File: src/rtl/act_rdma_pkg.sv
// Shared definitions for the activation read DMA: burst sizing, command layout and FSM encoding.
// The pd pack/unpack helpers describe the default-width command word used by the MCIF arbiter.
package act_rdma_pkg;

    localparam int DEF_ADDR_W     = 32;
    localparam int DEF_BURST_LOG2 = 4;
    localparam int PD_W           = DEF_BURST_LOG2 + 2 * DEF_ADDR_W;

    localparam logic [1:0] S_IDLE  = 2'd0;
    localparam logic [1:0] S_ISSUE = 2'd1;
    localparam logic [1:0] S_DRAIN = 2'd2;
    localparam logic [1:0] S_FIN   = 2'd3;

    typedef struct packed {
        logic [DEF_BURST_LOG2-1:0] len;
        logic [DEF_ADDR_W-1:0]     base;
        logic [DEF_ADDR_W-1:0]     addr;
    } rd_cmd_t;

    function automatic int burst_len(input int log2);
        return 1 << log2;
    endfunction

    function automatic logic [PD_W-1:0] pd_pack(input rd_cmd_t cmd);
        return cmd;
    endfunction

    function automatic rd_cmd_t pd_unpack(input logic [PD_W-1:0] pd);
        return pd;
    endfunction

endpackage

File: src/rtl/rdma_credit_cnt.sv
// In-flight burst counter: +1 per accepted command, -1 per completed burst, floor at zero.
module rdma_credit_cnt #(
    parameter int MAX_OUT = 8
) (
    input  logic       clk,
    input  logic       rst_n,
    input  logic       inc_i,
    input  logic       dec_i,
    output logic [7:0] count_o,
    output logic       has_credit_o
);

    logic [7:0] cnt_q, cnt_d;
    logic       dec_ok;

    // A response with nothing in flight is stale and must not underflow the count.
    assign dec_ok = dec_i && (cnt_q != 8'd0);

    always_comb begin
        cnt_d = cnt_q;
        if (inc_i && !dec_ok) begin
            cnt_d = cnt_q + 8'd1;
        end else if (!inc_i && dec_ok) begin
            cnt_d = cnt_q - 8'd1;
        end
    end

    always_ff @(posedge clk or negedge rst_n) begin
        if (!rst_n) begin
            cnt_q <= 8'd0;
        end else begin
            cnt_q <= cnt_d;
        end
    end

    assign count_o      = cnt_q;
    assign has_credit_o = cnt_q < 8'(MAX_OUT);

endmodule

File: src/rtl/act_rdma_3d.sv
// Activation read DMA: walks width bursts, rows and channel groups of a 3-D tensor and issues
// MCIF read commands under an outstanding-burst credit limit, with soft abort.
//   state | meaning
//   IDLE  | waiting for start
//   ISSUE | emitting commands while credit allows
//   DRAIN | no more commands; waiting for in-flight bursts to complete
//   FIN   | one-cycle done pulse
module act_rdma_3d
    import act_rdma_pkg::*;
#(
    parameter int ADDR_W     = 32,
    parameter int BURST_LOG2 = 4,
    parameter int BEAT_BYTES = 64,
    parameter int W_W        = 12,
    parameter int H_W        = 12,
    parameter int CHG_W      = 8,
    parameter int MAX_OUT    = 8
) (
    input  logic                           clk,
    input  logic                           rst_n,
    input  logic                           start,
    input  logic                           abort,
    input  logic [ADDR_W-1:0]              base_addr,
    input  logic [ADDR_W-1:0]              surface_stride,
    input  logic [ADDR_W-1:0]              line_stride,
    input  logic [CHG_W-1:0]               chg_in,
    input  logic [H_W-1:0]                 h_in,
    input  logic [W_W-1:0]                 w_in,
    output logic                           rd_req_vld,
    input  logic                           rd_req_rdy,
    output logic [BURST_LOG2+2*ADDR_W-1:0] rd_req_pd,
    input  logic                           rd_rsp_last,
    output logic                           busy,
    output logic                           done,
    output logic                           aborted,
    output logic [7:0]                     outstanding
);

    localparam int BURST_LEN  = burst_len(BURST_LOG2);
    localparam int BYTE_SHIFT = $clog2(BEAT_BYTES) + BURST_LOG2;

    logic [1:0]            state_q, state_d;
    logic [ADDR_W-1:0]     base_q, base_d, ss_q, ss_d, ls_q, ls_d;
    logic [ADDR_W-1:0]     row_base_q, row_base_d, ch_base_q, ch_base_d;
    logic [CHG_W-1:0]      c_max_q, c_max_d, c_q, c_d;
    logic [H_W-1:0]        h_max_q, h_max_d, h_q, h_d;
    logic [W_W-1:0]        wb_max_q, wb_max_d, wb_q, wb_d;
    logic [BURST_LOG2-1:0] len_last_q, len_last_d;
    logic                  abort_pend_q, abort_pend_d, aborted_q, aborted_d;

    logic                  has_credit, accept, stop, drain_empty;
    logic                  last_wb, last_h, last_c;
    logic [W_W-1:0]        w_m1;
    logic [BURST_LOG2-1:0] len;
    logic [ADDR_W-1:0]     cmd_addr;
    logic [7:0]            out_cnt;

    rdma_credit_cnt #(.MAX_OUT(MAX_OUT)) u_credit (
        .clk          (clk),
        .rst_n        (rst_n),
        .inc_i        (accept),
        .dec_i        (rd_rsp_last),
        .count_o      (out_cnt),
        .has_credit_o (has_credit)
    );

    assign w_m1     = w_in - W_W'(1);
    assign last_wb  = (wb_q == wb_max_q);
    assign last_h   = (h_q == h_max_q);
    assign last_c   = (c_q == c_max_q);
    assign len      = last_wb ? len_last_q : BURST_LOG2'(BURST_LEN - 1);
    assign cmd_addr = row_base_q + (ADDR_W'(wb_q) << BYTE_SHIFT);

    // vld depends only on registered state, so a held command cannot be withdrawn by abort.
    assign rd_req_vld  = (state_q == S_ISSUE) && has_credit;
    assign accept      = rd_req_vld && rd_req_rdy;
    assign stop        = abort || abort_pend_q;
    assign drain_empty = (out_cnt == 8'd0) || ((out_cnt == 8'd1) && rd_rsp_last);

    always_comb begin
        state_d      = state_q;
        base_d       = base_q;
        ss_d         = ss_q;
        ls_d         = ls_q;
        row_base_d   = row_base_q;
        ch_base_d    = ch_base_q;
        c_max_d      = c_max_q;
        c_d          = c_q;
        h_max_d      = h_max_q;
        h_d          = h_q;
        wb_max_d     = wb_max_q;
        wb_d         = wb_q;
        len_last_d   = len_last_q;
        abort_pend_d = abort_pend_q;
        aborted_d    = aborted_q;
        case (state_q)
            S_IDLE: begin
                if (start) begin
                    base_d       = base_addr;
                    ss_d         = surface_stride;
                    ls_d         = line_stride;
                    c_max_d      = chg_in - CHG_W'(1);
                    h_max_d      = h_in - H_W'(1);
                    wb_max_d     = w_m1 >> BURST_LOG2;
                    len_last_d   = w_m1[BURST_LOG2-1:0];
                    c_d          = '0;
                    h_d          = '0;
                    wb_d         = '0;
                    row_base_d   = '0;
                    ch_base_d    = '0;
                    abort_pend_d = 1'b0;
                    aborted_d    = 1'b0;
                    if (chg_in == '0 || h_in == '0 || w_in == '0) begin
                        state_d = S_FIN;
                    end else begin
                        state_d = S_ISSUE;
                    end
                end
            end
            S_ISSUE: begin
                abort_pend_d = abort_pend_q || abort;
                if (accept) begin
                    if (last_wb) begin
                        wb_d = '0;
                        if (last_h) begin
                            h_d        = '0;
                            c_d        = c_q + CHG_W'(1);
                            ch_base_d  = ch_base_q + ss_q;
                            row_base_d = ch_base_q + ss_q;
                        end else begin
                            h_d        = h_q + H_W'(1);
                            row_base_d = row_base_q + ls_q;
                        end
                    end else begin
                        wb_d = wb_q + W_W'(1);
                    end
                    if ((last_wb && last_h && last_c) || stop) begin
                        state_d = S_DRAIN;
                    end
                end else if (!rd_req_vld && stop) begin
                    state_d = S_DRAIN;
                end
            end
            S_DRAIN: begin
                abort_pend_d = abort_pend_q || abort;
                if (drain_empty) begin
                    aborted_d = abort_pend_q || abort;
                    state_d   = S_FIN;
                end
            end
            S_FIN: begin
                state_d = S_IDLE;
            end
            default: begin
                state_d = S_IDLE;
            end
        endcase
    end

    always_ff @(posedge clk or negedge rst_n) begin
        if (!rst_n) begin
            state_q      <= S_IDLE;
            base_q       <= '0;
            ss_q         <= '0;
            ls_q         <= '0;
            row_base_q   <= '0;
            ch_base_q    <= '0;
            c_max_q      <= '0;
            c_q          <= '0;
            h_max_q      <= '0;
            h_q          <= '0;
            wb_max_q     <= '0;
            wb_q         <= '0;
            len_last_q   <= '0;
            abort_pend_q <= 1'b0;
            aborted_q    <= 1'b0;
        end else begin
            state_q      <= state_d;
            base_q       <= base_d;
            ss_q         <= ss_d;
            ls_q         <= ls_d;
            row_base_q   <= row_base_d;
            ch_base_q    <= ch_base_d;
            c_max_q      <= c_max_d;
            c_q          <= c_d;
            h_max_q      <= h_max_d;
            h_q          <= h_d;
            wb_max_q     <= wb_max_d;
            wb_q         <= wb_d;
            len_last_q   <= len_last_d;
            abort_pend_q <= abort_pend_d;
            aborted_q    <= aborted_d;
        end
    end

    assign rd_req_pd   = {len, base_q, cmd_addr};
    assign busy        = (state_q == S_ISSUE) || (state_q == S_DRAIN);
    assign done        = (state_q == S_FIN);
    assign aborted     = aborted_q;
    assign outstanding = out_cnt;

endmodule
File: config.mk
export PLATFORM = sky130hd
export DESIGN_NAME = act_rdma_3d
export DESIGN_NICKNAME = d
export VERILOG_FILES = /design/src/rtl/act_rdma_pkg.sv /design/src/rtl/rdma_credit_cnt.sv /design/src/rtl/act_rdma_3d.sv
export SDC_FILE = /design/constraint.sdc
export NUM_CORES = 1
export LEC_CHECK = 0
export ABC_AREA = 1
export CAP_MARGIN = 40
export CORE_MARGIN = 4
export CORE_UTILIZATION = 55
export DETAILED_ROUTE_END_ITERATION = 8
export GPL_TIMING_DRIVEN = 0
export PLACE_DENSITY = 0.8
export SETUP_SLACK_MARGIN = 0.4
export SLEW_MARGIN = 30
export SYNTH_ARGS = -nofsm -noshare
export SYNTH_HDL_FRONTEND = slang
export SYNTH_SLANG_ARGS = --single-unit
File: constraint.sdc
create_clock -name clk -period 2.9 [get_ports clk]
set_clock_uncertainty 0.05 [all_clocks]
set_input_delay 0.29 -clock clk [delete_from_list [all_inputs] [get_ports clk]]
set_output_delay 0.29 -clock clk [all_outputs]
set_load 0.1 [all_outputs]
==> flow_summary_export.csv <==
group,metric,value,unit
layout,drive_above_1_share,15.2,%
synthesis,ys_top_cells_by_area,"dfrtp_1 (36%), nand2_1 (24%), inv_1 (7.2%), ha_1 (6.8%), nand3_1 (4.5%)",
synthesis,synth_xor_xnor_area_share,4.76,%
detailed_routing,vias_per_cell,5.59,
timing,maxSlewViolCount,0,
flow_run,max_cap_viol_count,0,
synthesis,synth_flop_cell,"dfrtp_1",
pwr,clockPowerShare,14.6,%
synthesis,synth.net_count,2678,
synthesis,yosys_warnings,0,
detailed_routing,route.vias.total,18100,
cts,cts_tree,"yes",
timing,rsz0062_at_grt,"yes",
synthesis,ys_ff_latch,236,
pwr,p_per_area,1110,nW/um^2
cts,cts.sinks,236,
detailed_routing,drcViolationCount,0,
floorplanning,core_area,29000,um^2
hold_path,hp-class,"input port to flip-flop",
timing,max_freq,308,MHz
detailed_routing,route.antenna.remaining_nets,0,
placement,place_congestion,0.958,
layout,fill_cells,1988,
pwr,pwr-share-comb,62.8,%
cts,numCtsBuffers,28,
detailed_routing,wirelength,62400,um
synthesis,synth-simple-area-share,37.0,%
timing,min_period_over_period,112,%
cts,cts_max_path_buffers,3,
global_routing,grt_max_degree,86,
synthesis,avgSynthCellArea,6.68,um^2
floorplanning,initial_utilization,56.5,%
timing,setup_ws,-0.343,ns
detailed_routing,firstDrtPassIters,7,
placement,hpwl,41100,um
synthesis,synthDistinctLibCells,43,
floorplanning,dieArea,32600,um^2
cts,root_buffer,"clkbuf_16",
synthesis,synth_cells,2452,
layout,syn_to_final_growth,39.5,%
pwr,swShare,51.5,%
critical_path,cp_max_fo,4,
pwr,ir_drop,0.00139,V
critical_path,critPathArrivalTime,2.90,ns
placement,place.port_buffers,213,
critical_path,worst-setup-path-type,"flip-flop to primary output",
floorplanning,die_w,181,um
detailed_routing,dr.first_iter.drc_count,1935,
pwr,switching_power,13000,uW
critical_path,cp-start-kind,"flip-flop",
global_routing,antenna_found_initial,1,
global_routing,grt_overflow,0,
pwr,power_leakage,0.0121,uW
global_routing,track_usage,34.5,%
floorplanning,num_rows,62,
timing,tns,-3.36,ns
synthesis,synth_fa_ha_area_share,7.16,%
timing,slew_headroom,20.8,%
synthesis,synth.cell_area,16400,um^2
synthesis,synth_top_family_by_area,"simple AND/OR/NAND/NOR gates",
synthesis,synth_common_cells,"nand2_1 (1,051), inv_1 (315), dfrtp_1 (236)",
floorplanning,fp.dieH,181,um
global_routing,grt_first_pass_wirelength,91700,um
synthesis,synth-async-reset-ratio,100,%
synthesis,seq_area_frac_synth,36.0,%
outcome,violations,"negative setup slack",
synthesis,synth.most_common_cell,"nand2_1",
timing,fin_crit,3.24,ns
cts,htreeDepth,1,
critical_path,required,2.56,ns
timing,worst_pin_slew,1.18,ns
layout,final_net_count,3054,
pwr,p_int,12300,uW
pwr,power_frac_seq,22.6,%
timing,setup_viol,16,
synthesis,synth_edf_count,0,
pwr,power,25300,uW
synthesis,synth_top_area_cell,"dfrtp_1",
synthesis,synth_top_area_share,36.0,%
timing,finalHoldViolCount,0,
floorplanning,pin_count,214,
outcome,status,"finished with violations",
timing,hold-worst-slack,0.203,ns
cts,clk_pin_slew,0.06,ns
critical_path,critPathCaptureType,"primary output",
detailed_routing,routedWlPerCell,19.3,um
synthesis,muxShareOfSynthArea,0,%
cts,clock_latency,0.57,ns
synthesis,synth_compound_area_share,5.83,%
global_routing,grt_pass1_vias,17700,
-- cells in the final DEF, fill, tap and decap left out, types with 32 or more instances in the layout --
master           instances
a21oi_1                 69
buf_4                   64
buf_8                   51
clkdlybuf4s50_1        185
dfrtp_1                203
dfrtp_2                 32
ha_1                    74
inv_1                  308
nand2_1               1024
nand3_1                128
nor2_1                 156
o21ai_0                 49
xnor2_1                 35
xor2_1                  36
-- per-stage QoR --
stage                     area (um^2)  util [%]  std cells  worst slack [ns]
after global placement          19300      66.7       3049            -10.21
after detailed placement        20600      71.1       3130            -0.955
after CTS                       22400      77.1       3212           -0.0854
after floorplan                 16700         -       2452           0.00274
after global routing            22900      78.8       3232            -0.325
final                           22900      78.8       3233            -0.343
-- power by group through the flow --
stage	combinational (uW)	clock (uW)	sequential, uW
floorplan	7640	0	7240
global placement	12500	0	5610
detailed placement	14400	0	5640
CTS	15000	3660	5590
global route	16900	3830	5800
finish	15900	3690	5710
-- cell families (layout without fill, tap and decap cells) --
group,count (synthesis),after routing
fa+ha+maj,92,92
xor+xnor,89,89
flops,236,236
buf+inv,378,774
compound gates,173,173
simple gates,1484,1484
other cells,0,1
-- layer usage --
metal / share of wire [%] / global-route usage, % / wire length (um)
met4: 6.9 / 16.7 / 4290
met3: 9.7 / 5.65 / 6030
met2: 46 / 58.5 / 28900
met5: 0 / 0 / 0
met1: 37 / 43.0 / 23200
-- worst max-delay path, stage by stage (launching register included) --
cell,delay [ns]
dfrtp_2,0.44
ha_4,0.34
nand2_1,0.16
nor2_1,0.28
inv_1,0.16
nor3_1,0.28
nand2_2,0.11
nand2_4,0.13
nand3b_1,0.14
nand2_4,0.11
buf_12,0.17
-- worst paths after layout --
check | start | to | slack, ns | depth (start not counted)
max | wb_q[8]$_DFFE_PN0P_ | rd_req_pd[29] | -0.34 | 10
min | line_stride[19] | ls_q[19]$_DFFE_PN0P_ | 0.20 | 3
max reg2reg | wb_q[1]$_DFFE_PN0P_ | ch_base_q[15]$_DFFE_PN0P_ | 0.22 | 15
min reg2reg | ch_base_q[10]$_DFFE_PN0P_ | ch_base_q[10]$_DFFE_PN0P_ | 0.43 | 2
max in group asynchronous | rst_n | wb_q[1]$_DFFE_PN0P_ | 1.32 | 4
min in group asynchronous | rst_n | ss_q[19]$_DFFE_PN0P_ | 0.25 | 2
-- state kept, by name, indices dropped and copies added, names as in the netlist, 2 cells and up --
name	count
c_q	8
row_base_q	32
h_q	12
c_max_q	8
u_credit.count_o	8
base_q	32
wb_q	12
ch_base_q	32
ss_q	32
len_last_q	4
h_max_q	12
ls_q	32
state_q	2
wb_max_q	8
-- final cells by class --
| class | instances | area, um^2 | share of cell area [%] |
|---|---|---|---|
| multi-input combinational | 1838 | 9940 | 43.5 |
| sequential | 236 | 5950 | 26.0 |
| timing repair buffer | 346 | 3970 | 17.4 |
| inverter | 319 | 1200 | 5.26 |
| clock buffer | 38 | 830 | 3.63 |
| tap | 384 | 480 | 2.10 |
| buffer | 59 | 360 | 1.58 |
| clock inverter | 12 | 123 | 0.536 |
| antenna | 1 | 2.50 | 0.0109 |
-- repair_timing --
item | in CTS | in global routing
setup endpoints to repair | 122 | 129
hold endpoints to repair | 74 | 0
hold buffers | 1 | 0
pin swaps | 33 | 29
gates resized for setup | 157 | 89
setup buffers | 55 | 20
Note: power is estimated with default switching activity, not from simulation.
